--- config.mk ---
export PLATFORM = sky130hd
export DESIGN_NAME = uart_receiver_flat
export DESIGN_NICKNAME = d
export VERILOG_FILES = /design/src/rtl/uart_receiver_if.sv /design/src/rtl/uart_receiver.sv /design/src/flat_wrapper.sv
export SDC_FILE = /design/constraint.sdc
export NUM_CORES = 1
export LEC_CHECK = 0
export ABC_CLOCK_PERIOD_IN_PS = 2340
export CAP_MARGIN = 5
export CORE_MARGIN = 2
export CORE_UTILIZATION = 25
export CTS_CLUSTER_SIZE = 20
export DETAILED_ROUTE_END_ITERATION = 16
export DONT_BUFFER_PORTS = 1
export GPL_TIMING_DRIVEN = 1
export HOLD_SLACK_MARGIN = 0.02
export MAX_ROUTING_LAYER = met4
export SLEW_MARGIN = 15
export SYNTH_ARGS = -nofsm -noshare
export SYNTH_HDL_FRONTEND = slang
export SYNTH_SLANG_ARGS = --single-unit
--- constraint.sdc ---
create_clock -name clk -period 2.34 [get_ports clk]
set_clock_uncertainty 0.1 [all_clocks]
set_input_delay 0.234 -clock clk [delete_from_list [all_inputs] [get_ports clk]]
set_output_delay 0.234 -clock clk [all_outputs]
set_load 0.02 [all_outputs]
--- src/rtl/uart_receiver_if.sv ---
// uart_receiver_if: serial line in, decoded byte and status pulses out
interface uart_receiver_if;
  logic       rx;
  logic [7:0] rx_byte;
  logic       rx_done;
  logic       rx_frame_err;
  logic       rx_busy;
  modport master (output rx, input rx_byte, rx_done, rx_frame_err, rx_busy);
  modport slave (input rx, output rx_byte, rx_done, rx_frame_err, rx_busy);
endinterface

--- src/rtl/uart_receiver.sv ---
// uart_receiver: 8N1 UART receiver, 16x oversampling, mid-bit sampling
module uart_receiver #(
  parameter int F_CLK    = 10_000_000,
  parameter int BAUDRATE = 9600
) (
  input logic            clk,
  input logic            rst,
  uart_receiver_if.slave bus
);
  localparam int SAMPLE_PERIOD = F_CLK / (16 * BAUDRATE);
  localparam int TW = SAMPLE_PERIOD > 1 ? $clog2(SAMPLE_PERIOD) : 1;
  localparam logic [2:0] IDLE = 3'd0, START = 3'd1, DATA = 3'd2, STOP = 3'd3, WAIT_HIGH = 3'd4;
  logic [1:0]    sync_q, sync_d;
  logic [2:0]    state_q, state_d;
  logic [TW-1:0] tcnt_q, tcnt_d;
  logic [3:0]    ocnt_q, ocnt_d;
  logic [2:0]    bit_q, bit_d;
  logic [7:0]    shift_q, shift_d;
  logic [7:0]    byte_q, byte_d;
  logic          done_q, done_d;
  logic          err_q, err_d;
  logic          rxs, tick;
  assign rxs = sync_q[1];
  assign tick = tcnt_q == TW'(SAMPLE_PERIOD - 1);
  assign bus.rx_byte = byte_q;
  assign bus.rx_done = done_q;
  assign bus.rx_frame_err = err_q;
  assign bus.rx_busy = state_q != IDLE;
  always_comb begin
    sync_d = {sync_q[0], bus.rx};
    // holding the tick counter at zero in IDLE aligns sample phase to the start edge
    tcnt_d = (state_q == IDLE || tick) ? '0 : tcnt_q + TW'(1);
    ocnt_d = tick ? ocnt_q + 4'd1 : ocnt_q;
    state_d = state_q;
    bit_d = bit_q;
    shift_d = shift_q;
    byte_d = byte_q;
    done_d = 1'b0;
    err_d = 1'b0;
    case (state_q)
      IDLE: begin
        ocnt_d = '0;
        state_d = rxs ? IDLE : START;
      end
      START: if (tick && ocnt_q == 4'd7) begin
        ocnt_d = '0;
        bit_d = '0;
        state_d = rxs ? IDLE : DATA;
      end
      DATA: if (tick && ocnt_q == 4'd15) begin
        shift_d = {rxs, shift_q[7:1]};
        bit_d = bit_q + 3'd1;
        state_d = bit_q == 3'd7 ? STOP : DATA;
      end
      STOP: if (tick && ocnt_q == 4'd15) begin
        byte_d = rxs ? shift_q : byte_q;
        done_d = rxs;
        err_d = !rxs;
        state_d = rxs ? IDLE : WAIT_HIGH;
      end
      WAIT_HIGH: state_d = rxs ? IDLE : WAIT_HIGH;
      default: state_d = IDLE;
    endcase
  end
  always_ff @(posedge clk) begin
    if (rst) begin
      sync_q  <= 2'b11;
      state_q <= IDLE;
      tcnt_q  <= '0;
      ocnt_q  <= '0;
      bit_q   <= '0;
      shift_q <= '0;
      byte_q  <= '0;
      done_q  <= 1'b0;
      err_q   <= 1'b0;
    end else begin
      sync_q  <= sync_d;
      state_q <= state_d;
      tcnt_q  <= tcnt_d;
      ocnt_q  <= ocnt_d;
      bit_q   <= bit_d;
      shift_q <= shift_d;
      byte_q  <= byte_d;
      done_q  <= done_d;
      err_q   <= err_d;
    end
  end
endmodule
--- src/flat_wrapper.sv ---
// flat-port wrapper written by rule: the top's interface ports become plain ports
module uart_receiver_flat 
#(
  parameter int F_CLK    = 10_000_000,
  parameter int BAUDRATE = 9600
)
  (clk, rst, bus_rx, bus_rx_byte, bus_rx_done, bus_rx_frame_err, bus_rx_busy);
  uart_receiver_if bus_i ();
  input logic clk;
  input logic rst;
  input wire logic [$bits(bus_i.rx)-1:0] bus_rx;
  output wire logic [$bits(bus_i.rx_byte)-1:0] bus_rx_byte;
  output wire logic [$bits(bus_i.rx_done)-1:0] bus_rx_done;
  output wire logic [$bits(bus_i.rx_frame_err)-1:0] bus_rx_frame_err;
  output wire logic [$bits(bus_i.rx_busy)-1:0] bus_rx_busy;
  assign bus_i.rx = bus_rx;
  assign bus_rx_byte = bus_i.rx_byte;
  assign bus_rx_done = bus_i.rx_done;
  assign bus_rx_frame_err = bus_i.rx_frame_err;
  assign bus_rx_busy = bus_i.rx_busy;
  uart_receiver #(.F_CLK(F_CLK), .BAUDRATE(BAUDRATE)) u_core (.clk(clk), .rst(rst), .bus(bus_i));
endmodule
==> flow_summary_export.csv <==
group,metric,value,unit
outcome,outcome,"finished clean",
placement,gp_congestion,0.7471,
detailed_routing,first_pass_iters,4,
floorplanning,die_h,86.08,um
power_and_ir_drop,leakage,0.6811,nW
synthesis,synth_edf_count,0,
layout,layout-drive-gt1-share,14.20,%
clocking,cts_buffers,5,
power_and_ir_drop,p_switching,0.0002515,W
run,maxCapViolations,0,
synthesis,ys_warn_count,0,
global_routing,grt_max_degree,14,
global_routing,antenna_found_initial,0,
synthesis,synth.distinct_cells,39,
floorplanning,start_util,26.22,%
power_and_ir_drop,internal_power,0.0009642,W
critical_path,endpoint_kind,"flip-flop",
floorplanning,io_pins,14,
critical_path,critPathBufInv,1,
worst_hold_path,hold_path_startpoint,"rst",
critical_path,crit_fanout,6,
clocking,clock_latency,290,ps
power_and_ir_drop,combPwrFrac,2.7,%
critical_path,critPathMaxStageDelay,720,ps
sta,fin_crit,2119,ps
power_and_ir_drop,p_sw_share,20.69,%
clocking,max-clock-path-buffers,2,
critical_path,critPathKind,"flip-flop to flip-flop",
clocking,cts-htree-levels,2,
sta,fmax,0.4718,GHz
placement,dpl.hpwl,2081,um
floorplanning,die_x,86.08,um
worst_hold_path,min_path_type,"primary input to flip-flop",
global_routing,grt_first_pass_wirelength,5030,um
detailed_routing,vias_per_cell,4.696,
synthesis,synthArstFlopShare,0,%
critical_path,path_cells,"inv_1 -> ha_1 -> or4b_4 -> or4_1 -> mux2i_1",
placement,place_inst,243,
placement,portBuffers,0,
power_and_ir_drop,seqPwrFrac,52.4,%
detailed_routing,drt_iter0_drc,48,
sta,finalCritPeriodShare,90.57,%
sta,setup-tns-final,0,ps
power_and_ir_drop,ir_drop,0.2328,mV
layout,final_common_cell,"dfxtp_1",
critical_path,cp_data_arrival_time,2190,ps
global_routing,grt_overflow_total,0,
sta,whs,41.00,ps
sta,finalSetupViolations,0,
clocking,cts_setup_buffers,0,
sta,tightest_slew,563.0,ps
layout,multi_input_area,853.3,um2
floorplanning,rows,29,
layout,syn_to_final_growth,12.18,%
detailed_routing,post_drt_wl_per_cell,11.64,um
clocking,cts_tree,"done",
detailed_routing,wl,2946,um
critical_path,regToRegStartpoint,"u_core.tcnt_q[0]",
critical_path,worstPathRequired,2410,ps
sta,slew_violations,0,
layout,final_cell_mix,"dfxtp_1, nand2_1, mux2i_1",
synthesis,syn_avg_cell_area,9.735,um2
layout,diodes,0,
sta,rsz0062_at_grt,"no",
global_routing,grtUsageTotal,8.872,%
layout,fin_cells,253,
layout,fillers,673,
clocking,clkSlewWorstSetupHoldPaths,70,ps
synthesis,synth.yosys.seq_area_share,43.98,%
critical_path,startpoint,"u_core.tcnt_q[0]",
global_routing,grt_pass1_vias,1048,
synthesis,synthFlopType,"dfxtp_1",
sta,relSlewSlack,62.42,%
detailed_routing,ant_nets,0,
layout,post-route-util,29.42,%
synthesis,synth_fp_nets,181,
synthesis,synth_seq_cells,37,
detailed_routing,num_vias,1188,
detailed_routing,drc_errors,0,
layout,seqCellArea,740.7,um2
synthesis,synthCells,173,
critical_path,cp_top_family,"simple AND/OR/NAND/NOR gates",
floorplanning,die_area,7409,um2
clocking,cts.sinks,37,
critical_path,ff2ff_setup_slack,220,ps
sta,finalHoldViolations,0,
critical_path,crit_slowest_cell,"or4_1",
power_and_ir_drop,power.density,643.5,nW/um2
clocking,cts_root_buf,"clkbuf_8",
floorplanning,coreArea,6422,um2
layout,nets,183,
synthesis,syn_area,1684,um2
power_and_ir_drop,clkPwrFrac,44.9,%
critical_path,start_kind,"flip-flop",
==> stage by stage <==
step                total power [W]  setup WS, ps  instance area, um2
CTS                        0.001228         206.3                1889
global placement          0.0006806         244.1                1758
detailed placement        0.0006809         211.9                1758
floorplan                 0.0006744         365.1                1684
finish                     0.001216         220.7                1889
global route               0.001270         103.2                1889
==> what timing repair did <==
| action | in CTS | in global routing |
|---|---|---|
| hold buffers | 2 | 0 |
| resized for setup | 0 | 0 |
| hold endpoints to repair | 4 | 0 |
==> sequential cells by signal (all words and copies together), names as in the netlist <==
register,count
u_core.bus.rx_byte,8
u_core.sync_q,2
u_core.tcnt_q,7
u_core.bit_q,3
u_core.state_q,3
u_core.ocnt_q,4
u_core.shift_q,8
u_core.bus.rx_done,1
u_core.bus.rx_frame_err,1
==> layout make-up <==
class	instances	area share, %
clock buffers	6	3.841
flip-flops and latches	37	39.21
repair buffers	6	2.649
clock inverters	2	2.053
multi-input cells	115	45.17
well taps	77	5.099
inverters	10	1.987
==> logic make-up (layout without fill, tap and decap cells) <==
group,Yosys count,in the layout,share of synthesized area [%]
AO/OA/AOI/OAI,20,20,10.03
AND/OR/NAND/NOR,67,67,23.55
multiplexers,19,19,11.29
buffers and inverters,21,24,5.349
XOR/XNOR,4,4,2.081
adder cells (fa/ha/maj),5,5,3.715
flip-flops,37,37,43.98
==> power by group through the flow <==
stage	Sequential (W)	Clock, W	Combinational (W)
global placement	0.000651	0	0.0000293
detailed placement	0.000651	0	0.0000295
CTS	0.000637	0.000558	0.0000330
finish	0.000637	0.000546	0.0000329
floorplan	0.000649	0	0.0000258
global route	0.000637	0.000596	0.0000366
==> path summary, 6_finish.rpt <==
kind | endpoint | cells past startpoint
max | u_core.bus.rx_byte[5] | 5
min | u_core.state_q[1] | 2
max reg2reg | u_core.bus.rx_byte[5] | 5
min reg2reg | u_core.sync_q[1] | 1
==> worst register-to-register path: stages (launching register included) <==
cell     delay (ps)
dfxtp_1         340
inv_1            60
ha_1            130
or4b_4          470
or4_1           720
mux2i_1         190
==> synthesized netlist by cell type, types with 4 or more instances <==
cell	instances	area [um2]
o21ai_0	5	25.02
nand3_1	4	20.02
clkbuf_1	6	22.52
nor2_1	9	33.78
ha_1	5	62.56
dfxtp_1	37	740.7
mux2i_1	19	190.2
or4_1	4	30.03
nand2_1	26	97.59
or3_1	6	37.54
inv_1	10	37.54
==> metal layers <==
layer | vias to the layer above | share of wire (%) | track usage [%]
li1 | 606 | - | -
met1 | 556 | 48 | 11.54
met2 | 24 | 44 | 12.61
met3 | 2 | 7.4 | 4.139
met4 | 0 | 0.17 | 1.732
met5 | - | 0 | -
Note: power is estimated with default switching activity, not from simulation.
